<file path="config.mk">
export PLATFORM = sky130hd
export DESIGN_NAME = swin_lbuf_ctrl
export DESIGN_NICKNAME = d
export VERILOG_FILES = /design/src/rtl/swin_lbuf_ctrl.sv
export SDC_FILE = /design/constraint.sdc
export NUM_CORES = 1
export LEC_CHECK = 0
export CELL_PAD_IN_SITES_DETAIL_PLACEMENT = 1
export CELL_PAD_IN_SITES_GLOBAL_PLACEMENT = 2
export CORE_MARGIN = 5
export CORE_UTILIZATION = 30
export CTS_CLUSTER_DIAMETER = 50
export DETAILED_ROUTE_END_ITERATION = 8
export PLACE_DENSITY_LB_ADDON = 0.1
export REMOVE_ABC_BUFFERS = 1
export SYNTH_ARGS = -nofsm -noshare
export SYNTH_HDL_FRONTEND = slang
export SYNTH_SLANG_ARGS = --single-unit
</file>
<file path="constraint.sdc">
create_clock -name clk -period 3.95 [get_ports clk]
set_input_delay 0.79 -clock clk [delete_from_list [all_inputs] [get_ports clk]]
set_output_delay 0.79 -clock clk [all_outputs]
set_load 0.03 [all_outputs]
</file>
<file path="src/rtl/swin_lbuf_ctrl.sv">
// Line-buffer sequencer for a 3-line sliding window.
// Tracks column/row of the incoming word stream and rotates three line BRAMs:
// one is written while the other two are read as the two previous rows.
// Read-row selects and the window valid are aligned two cycles after the
// accepted word, which matches the one-cycle read-first BRAM latency.
module swin_lbuf_ctrl #(
    parameter int ADDR_WIDTH = 9,
    parameter int ROW_WIDTH  = 11
) (
    input  logic                  clk,
    input  logic                  rst,
    input  logic [ADDR_WIDTH:0]   cfg_line_words,
    input  logic [ROW_WIDTH-1:0]  cfg_lines,
    input  logic                  start,
    input  logic                  data_in_vld,
    output logic [2:0]            bram_we,
    output logic [ADDR_WIDTH-1:0] bram_addr,
    output logic [1:0]            sel_line0,
    output logic [1:0]            sel_line1,
    output logic                  data_out_vld,
    output logic                  busy,
    output logic                  frame_done,
    output logic                  cfg_err,
    output logic                  drop_err
);

    typedef enum logic [1:0] {
        ST_IDLE = 2'd0,
        ST_RUN  = 2'd1,
        ST_DONE = 2'd2
    } state_t;

    localparam logic [ADDR_WIDTH:0] MAX_WORDS = {1'b1, {ADDR_WIDTH{1'b0}}};

    state_t                  state_reg, state_next;
    logic [ADDR_WIDTH-1:0]   col_reg, col_next;
    logic [ROW_WIDTH-1:0]    row_reg, row_next;
    logic [1:0]              wr_sel_reg, wr_sel_next;
    logic [ADDR_WIDTH-1:0]   lw_last_reg, lw_last_next;
    logic [ROW_WIDTH-1:0]    lines_last_reg, lines_last_next;
    logic [ADDR_WIDTH-1:0]   addr_reg, addr_next;
    logic [2:0]              we_reg, we_next;
    logic                    s1_vld_reg, s1_vld_next;
    logic [1:0]              s1_sel0_reg, s1_sel0_next;
    logic [1:0]              s1_sel1_reg, s1_sel1_next;
    logic                    vld_reg;
    logic [1:0]              sel0_reg, sel1_reg;
    logic                    done_reg, done_next;
    logic                    cfg_err_reg, cfg_err_next;
    logic                    drop_err_reg, drop_err_next;

    logic                    accept;
    logic                    col_wrap;
    logic                    cfg_ok;

    assign accept   = (state_reg == ST_RUN) && data_in_vld;
    assign col_wrap = (col_reg == lw_last_reg);
    assign cfg_ok   = (cfg_line_words != '0) && (cfg_line_words <= MAX_WORDS)
                      && (cfg_lines != '0);

    // One-hot write enable: the BRAM currently selected for writing gets the word.
    generate
        for (genvar gi = 0; gi < 3; gi++) begin : g_we
            assign we_next[gi] = accept && (wr_sel_reg == 2'(gi));
        end
    endgenerate

    // Next-state, position counters and the first pipeline stage.
    always_comb begin
        state_next      = state_reg;
        col_next        = col_reg;
        row_next        = row_reg;
        wr_sel_next     = wr_sel_reg;
        lw_last_next    = lw_last_reg;
        lines_last_next = lines_last_reg;
        addr_next       = addr_reg;
        s1_vld_next     = 1'b0;
        cfg_err_next    = 1'b0;
        drop_err_next   = 1'b0;
        done_next       = (state_reg == ST_DONE);
        // Oldest row is the BRAM written next; middle row the one after that.
        case (wr_sel_reg)
            2'd0:    begin s1_sel0_next = 2'd1; s1_sel1_next = 2'd2; end
            2'd1:    begin s1_sel0_next = 2'd2; s1_sel1_next = 2'd0; end
            default: begin s1_sel0_next = 2'd0; s1_sel1_next = 2'd1; end
        endcase
        case (state_reg)
            ST_IDLE: begin
                drop_err_next = data_in_vld;
                if (start) begin
                    if (cfg_ok) begin
                        state_next      = ST_RUN;
                        // Low bits minus one is correct modulo 2^ADDR_WIDTH,
                        // including the full-length line.
                        lw_last_next    = cfg_line_words[ADDR_WIDTH-1:0]
                                          - ADDR_WIDTH'(1);
                        lines_last_next = cfg_lines - ROW_WIDTH'(1);
                        col_next        = '0;
                        row_next        = '0;
                        wr_sel_next     = 2'd0;
                    end else begin
                        cfg_err_next = 1'b1;
                    end
                end
            end
            ST_RUN: begin
                if (data_in_vld) begin
                    addr_next   = col_reg;
                    s1_vld_next = (row_reg >= ROW_WIDTH'(2));
                    if (col_wrap) begin
                        col_next    = '0;
                        row_next    = row_reg + ROW_WIDTH'(1);
                        wr_sel_next = (wr_sel_reg == 2'd2) ? 2'd0 : wr_sel_reg + 2'd1;
                        if (row_reg == lines_last_reg) begin
                            state_next = ST_DONE;
                        end
                    end else begin
                        col_next = col_reg + ADDR_WIDTH'(1);
                    end
                end
            end
            default: begin
                drop_err_next = data_in_vld;
                state_next    = ST_IDLE;
            end
        endcase
    end

    // FSM state register.
    always_ff @(posedge clk) begin
        if (rst) begin
            state_reg <= ST_IDLE;
        end else begin
            state_reg <= state_next;
        end
    end

    // Counters, config latches and the output pipeline; the last stage drains
    // independently of the FSM state.
    always_ff @(posedge clk) begin
        if (rst) begin
            col_reg        <= '0;
            row_reg        <= '0;
            wr_sel_reg     <= '0;
            lw_last_reg    <= '0;
            lines_last_reg <= '0;
            addr_reg       <= '0;
            we_reg         <= '0;
            s1_vld_reg     <= 1'b0;
            s1_sel0_reg    <= '0;
            s1_sel1_reg    <= '0;
            vld_reg        <= 1'b0;
            sel0_reg       <= '0;
            sel1_reg       <= '0;
            done_reg       <= 1'b0;
            cfg_err_reg    <= 1'b0;
            drop_err_reg   <= 1'b0;
        end else begin
            col_reg        <= col_next;
            row_reg        <= row_next;
            wr_sel_reg     <= wr_sel_next;
            lw_last_reg    <= lw_last_next;
            lines_last_reg <= lines_last_next;
            addr_reg       <= addr_next;
            we_reg         <= we_next;
            s1_vld_reg     <= s1_vld_next;
            s1_sel0_reg    <= s1_sel0_next;
            s1_sel1_reg    <= s1_sel1_next;
            vld_reg        <= s1_vld_reg;
            if (s1_vld_reg) begin
                sel0_reg <= s1_sel0_reg;
                sel1_reg <= s1_sel1_reg;
            end
            done_reg       <= done_next;
            cfg_err_reg    <= cfg_err_next;
            drop_err_reg   <= drop_err_next;
        end
    end

    assign bram_we      = we_reg;
    assign bram_addr    = addr_reg;
    assign sel_line0    = sel0_reg;
    assign sel_line1    = sel1_reg;
    assign data_out_vld = vld_reg;
    assign busy         = (state_reg != ST_IDLE);
    assign frame_done   = done_reg;
    assign cfg_err      = cfg_err_reg;
    assign drop_err     = drop_err_reg;

endmodule

</file>
* Yosys cells after proc, flatten, opt, wreduce, memory -nomap -nowiden
Index checks and enable logic that the tools add are counted.
** Word-level totals
- Output and inout bits :: 21
- Word-level logic and storage cells :: 84
- Register bits :: 69
- Input bits :: 25
** Cells by class
- Add/sub/neg operators :: 5
- Bitwise logic cells :: 4
- Muxes and demuxes :: 25
- Eq/ne operators :: 11
- Magnitude comparators :: 2
- Reductions and logical operators :: 20
** Operators with widths (count)
- 11-bit 2-to-1 mux :: 4
- 9-bit 2-to-1 mux :: 4
- 11-bit one-hot mux with 2 select lines :: 1
- 2-bit 2-to-1 mux :: 10
- 9-bit one-hot mux with 2 select lines :: 1
- 2-bit one-hot mux with 2 select lines :: 4
- 11-bit by 1-bit adder with 11-bit output, second input constant :: 1
- 11-bit equality test :: 1
- 11-bit by 2-bit greater-or-equal comparator with 1-bit output, second input constant :: 1
- 11-bit nonzero test :: 1
- 11-bit by 1-bit subtractor with 11-bit output, second input constant :: 1
- 10-bit less-or-equal comparator, second input constant :: 1
- 5-bit AND reduction :: 2
- 10-bit nonzero test :: 1
- 9-bit by 1-bit adder with 9-bit output, second input constant :: 1
- 9-bit equality test :: 1
- 9-bit by 1-bit subtractor with 9-bit output, second input constant :: 1
- 2-bit != test, second input constant :: 4
- 1-bit logical AND :: 6
- 3-bit OR reduction :: 2
- 2-bit by 1-bit equality test with 1-bit output, second input constant :: 2
- 2-bit equality test, second input constant :: 2
- 2-bit logical NOT :: 2
- 1-bit NOT :: 4
- 8 further kinds :: 9

* Logic depth before layout (Yosys ltp)
- Depth in word-level cells :: 6
- Depth in mapped cells :: 8
- Depth with buffers taken out :: 7

* Least setup slack after synthesis
Ideal clock, no wire load.
- Kind :: input to register
- From :: input cfg_line_words[0]
- To :: register col_reg[8]
- Stages on the path :: 8
- Arrival :: 2.378 ns
- Data required time :: 3.833 ns
- Setup slack :: 1.455 ns
- Path buffers :: 1
- Setup time :: 0.117 ns
- Path through :: inv_1 -> ha_1 -> or4b_4 -> o211a_1 -> nor4b_2 -> buf_4 -> o2bb2ai_1 -> a22o_1
** Between the ends
- Longest elaborated chain between the ends :: 5
- Elaborated cells on any way between the ends :: 6
- Classes of those cells :: order compare (1); eq/ne (1); reduce/logical (4)
** RTL lines
- start: declaration :: RTL line 12 : input logic [ADDR_WIDTH:0] cfg_line_words,
- 10-bit less-or-equal comparator / 10-bit nonzero test (equally long branches) :: RTL line 58 : assign cfg_ok = (cfg_line_words != '0) && (cfg_line_words <= MAX_WORDS)
- 1-bit logical AND (*) :: RTL line 58
- 1-bit logical AND (*) :: RTL line 59 : && (cfg_lines != '0);
- 2-bit != test (no source line) (*)
- 4-bit AND reduction (no source line) (*)
- end signal: assignment :: RTL line 159 : col_reg <= col_next;
- end: declaration :: RTL line 36 : logic [ADDR_WIDTH-1:0] col_reg, col_next;
Mark *: on every way between the ends. The rest lies on a longest branch, timed or not.
A chain may end at the register's enable or synchronous reset.

* Worst setup path in the final report
- From :: input cfg_line_words[0]
- To :: register lines_last_reg[4]
** Between the ends
- Longest elaborated chain between the ends :: 4
- Elaborated cells on any way between the ends :: 5
- Classes of those cells :: order compare (1); reduce/logical (4)
** RTL lines
- 10-bit less-or-equal comparator / 10-bit nonzero test (equally long branches) :: RTL line 58
- 1-bit logical AND (*) :: RTL line 58
- 1-bit logical AND (*) :: RTL line 59
- 3-bit AND reduction (no source line) (*)
- end signal: assignment :: RTL line 163 : lines_last_reg <= lines_last_next;
- end: declaration :: RTL line 40 : logic [ROW_WIDTH-1:0] lines_last_reg, lines_last_next;
Marks and branches as above.

==> impl_metrics.yaml <==
sta:
  slew_headroom_pct: 53.31
  finalCriticalPeriod_ps: 2959
  rsz0062_at_grt: "no"
  finalHoldViolations: 0
  fin_worst_skew_ps: 7.386
  setup_tns_ps: 0
  whs_ps: 455.1
  tightest_slew_ps: 695.1
  finalSetupViolations: 0
  maxSlewViolCount: 0
  max_freq_ghz: 0.3379
  fin_crit_sh_pct: 74.92
floorplan:
  rows: 39
  core-area_sq_mm: 0.01147
  die_area_sq_mm: 0.01398
  floorplan.die.width_um: 118.2
  die_y_um: 118.2
  ios: 46
  initial_core_util_pct: 30.65
critical_path:
  cp.buffers_inverters: 2
  critical-path-max-stage-delay_ps: 560
  endpoint_kind: "register"
  crit_family: "simple AND/OR/NAND/NOR gates"
  crit_path_cell_trace: "clkdlybuf4s50_1, inv_1, ha_1, or4b_4, o21ai_2, nand3_2, nor2_4, a311oi_2"
  cp.required_ps: 4130
  path_max_fanout: 20
  cp.depth: 8
  arrival_ps: 3140
  worstSetupPathType: "input port to register"
  crit_path_start_kind: "input port"
  r2r_cells: 5
  crit_slowest_cell: "nor2_4"
routing:
  wl_met2_um: 3963
  m1WireLength_um: 4952
  viasPerCell: 5.197
  wirelength_um: 9386
  drt_iter0_drc: 139
  avgRoutedWirePerCell_um: 16.21
  vias: 3009
  routed.top_layer: "met4"
  met3_length_um: 348
  ant_nets: 0
  route.detailed.drc: 0
  dr.pass1.iters: 4
yosys:
  netlist_area_sq_mm: 0.003515
  ys_warn_count: 0
  async_flop_share_pct: 0
  syn_area_per_cell_sq_um: 8.898
  ys_seq_elements: 67
  seq_area_frac_synth_pct: 38.16
  synth_top_area_share_pct: 38.16
  netlist_instances: 395
  synth.distinct_cells: 55
  synthTopCellsByArea: "dfxtp_1, a21oi_1, xor2_1, xnor2_1, nand2_1"
  yosysTopAreaCell: "dfxtp_1"
  synth-edff-count: 0
  ys.flop_type: "dfxtp_1"
clock_network:
  cts_tree: "yes"
  cts_hold_buf: 0
  insertion_delay_ps: 330
  cts_root_buf: "clkbuf_16"
  cts_resized: 0
  cts.sink_count: 67
  htreeDepth: 3
  numCtsBuffers: 9
  cts_buffer_depth: 2
  path_clk_slew_ps: 60
  post_cts_buffers: 0
grt:
  grt_pass1_wl_um: 16260
  overflow: 0
  grt_max_degree: 48
  antenna_found_initial: 0
  grt_pass1_vias: 3073
  grt_use_total_pct: 14.10
finish:
  diodes: 0
  final_common_cell: "dfxtp_1"
  drive_gt1_share_pct: 10.55
  finalInstanceArea_sq_mm: 0.004347
  nets: 464
  area.growth.synth_to_final_pct: 23.67
  most-common-layout-cells: "dfxtp_1, clkdlybuf4s50_1, a21oi_1"
  final_cells: 579
  fin_util_pct: 37.91
hold_path:
  min-delay-path-class: "register to register"
  min_path_cells: 2
placement:
  dp_hpwl_um: 6981
  place_area_sq_mm: 0.004051
  routabilityCongestion: 0.7485
  port_buffers: 45
  placed_cells: 564
power:
  p_per_area_mw_per_mm2: 413.2
  irDropWorstVdd_mv: 0.1704
  power_leakage_nw: 1.488
run_status:
  status: "finished clean"
run:
  maxCapViolations: 0
-- cell type report --
type	count	area [sq um]
well taps	143	178.9
inverters	12	45.04
fillers	1333	7121
repair buffers	49	475.5
clock buffers	13	260.3
clock inverters	2	35.03
flip-flops and latches	67	1341
multi-input cells	293	2011
-- kinds of logic after synthesis --
group	count (synthesis)	synth area share (%)
compound gates	107	22.75
xor+xnor	35	8.722
buf+inv	35	4.628
fa+ha+maj	7	2.492
simple gates	141	22.39
mux	3	0.8544
flops	67	38.16
-- synth_stat cells, types with 6 or more instances --
master / n
a211oi_1: 13
a211oi_2: 10
a21oi_1: 39
a22o_1: 7
buf_2: 7
clkbuf_1: 10
dfxtp_1: 67
ha_1: 7
inv_1: 11
nand2_1: 34
nand2b_1: 6
nand3_1: 15
nor2_1: 25
nor3_1: 11
nor4_1: 7
o211ai_1: 10
o2bb2ai_1: 7
xnor2_1: 15
xor2_1: 20
-- per-stage QoR --
stage / setup slack, ps / total power (W)
after floorplan: 1241 / 0.0009012
after global placement: 646.3 / 0.001010
after detailed placement: 615.4 / 0.001013
after CTS: 971.2 / 0.001824
after global routing: 809.0 / 0.001884
final: 990.7 / 0.001796
-- worst paths after layout --
| kind | start | end | slack (ps) |
|---|---|---|---|
| worst max-delay path | cfg_line_words[0] | lines_last_reg[4]$_SDFFE_PP0P_ | 990 |
| worst min-delay path | bram_addr[5]$_SDFFE_PP0P_ | bram_addr[5]$_SDFFE_PP0P_ | 460 |
| worst max register to register | state_reg[0]$_SDFFE_PP0P_ | row_reg[0]$_SDFFE_PP0P_ | 1510 |
| worst min register to register | bram_addr[5]$_SDFFE_PP0P_ | bram_addr[5]$_SDFFE_PP0P_ | 460 |
-- power by group --
part	leakage (nW)	internal [W]	total (W)	switching, W
clock network	0.146	0.000519	0.000800	0.000281
logic	0.798	0.000108	0.000271	0.000162
registers	0.544	0.000703	0.000725	0.0000224
-- routing by layer --
| layer | up-vias | global-route usage (%) |
|---|---|---|
| met1 | 1431 | 20.42 |
| met5 | - | 0 |
| met3 | 10 | 3.820 |
| met4 | 0 | 4.946 |
| li1 | 1517 | - |
| met2 | 51 | 20.01 |
-- worst reg2reg max path, cell delays in order, from the launching register on --
cell and delay (ps):
dfxtp_1 510, nand2_1 210, nor3_1 450, nand4_1 490, or4_1 550, a21oi_1 150
Power figures use the tool's default switching activity.
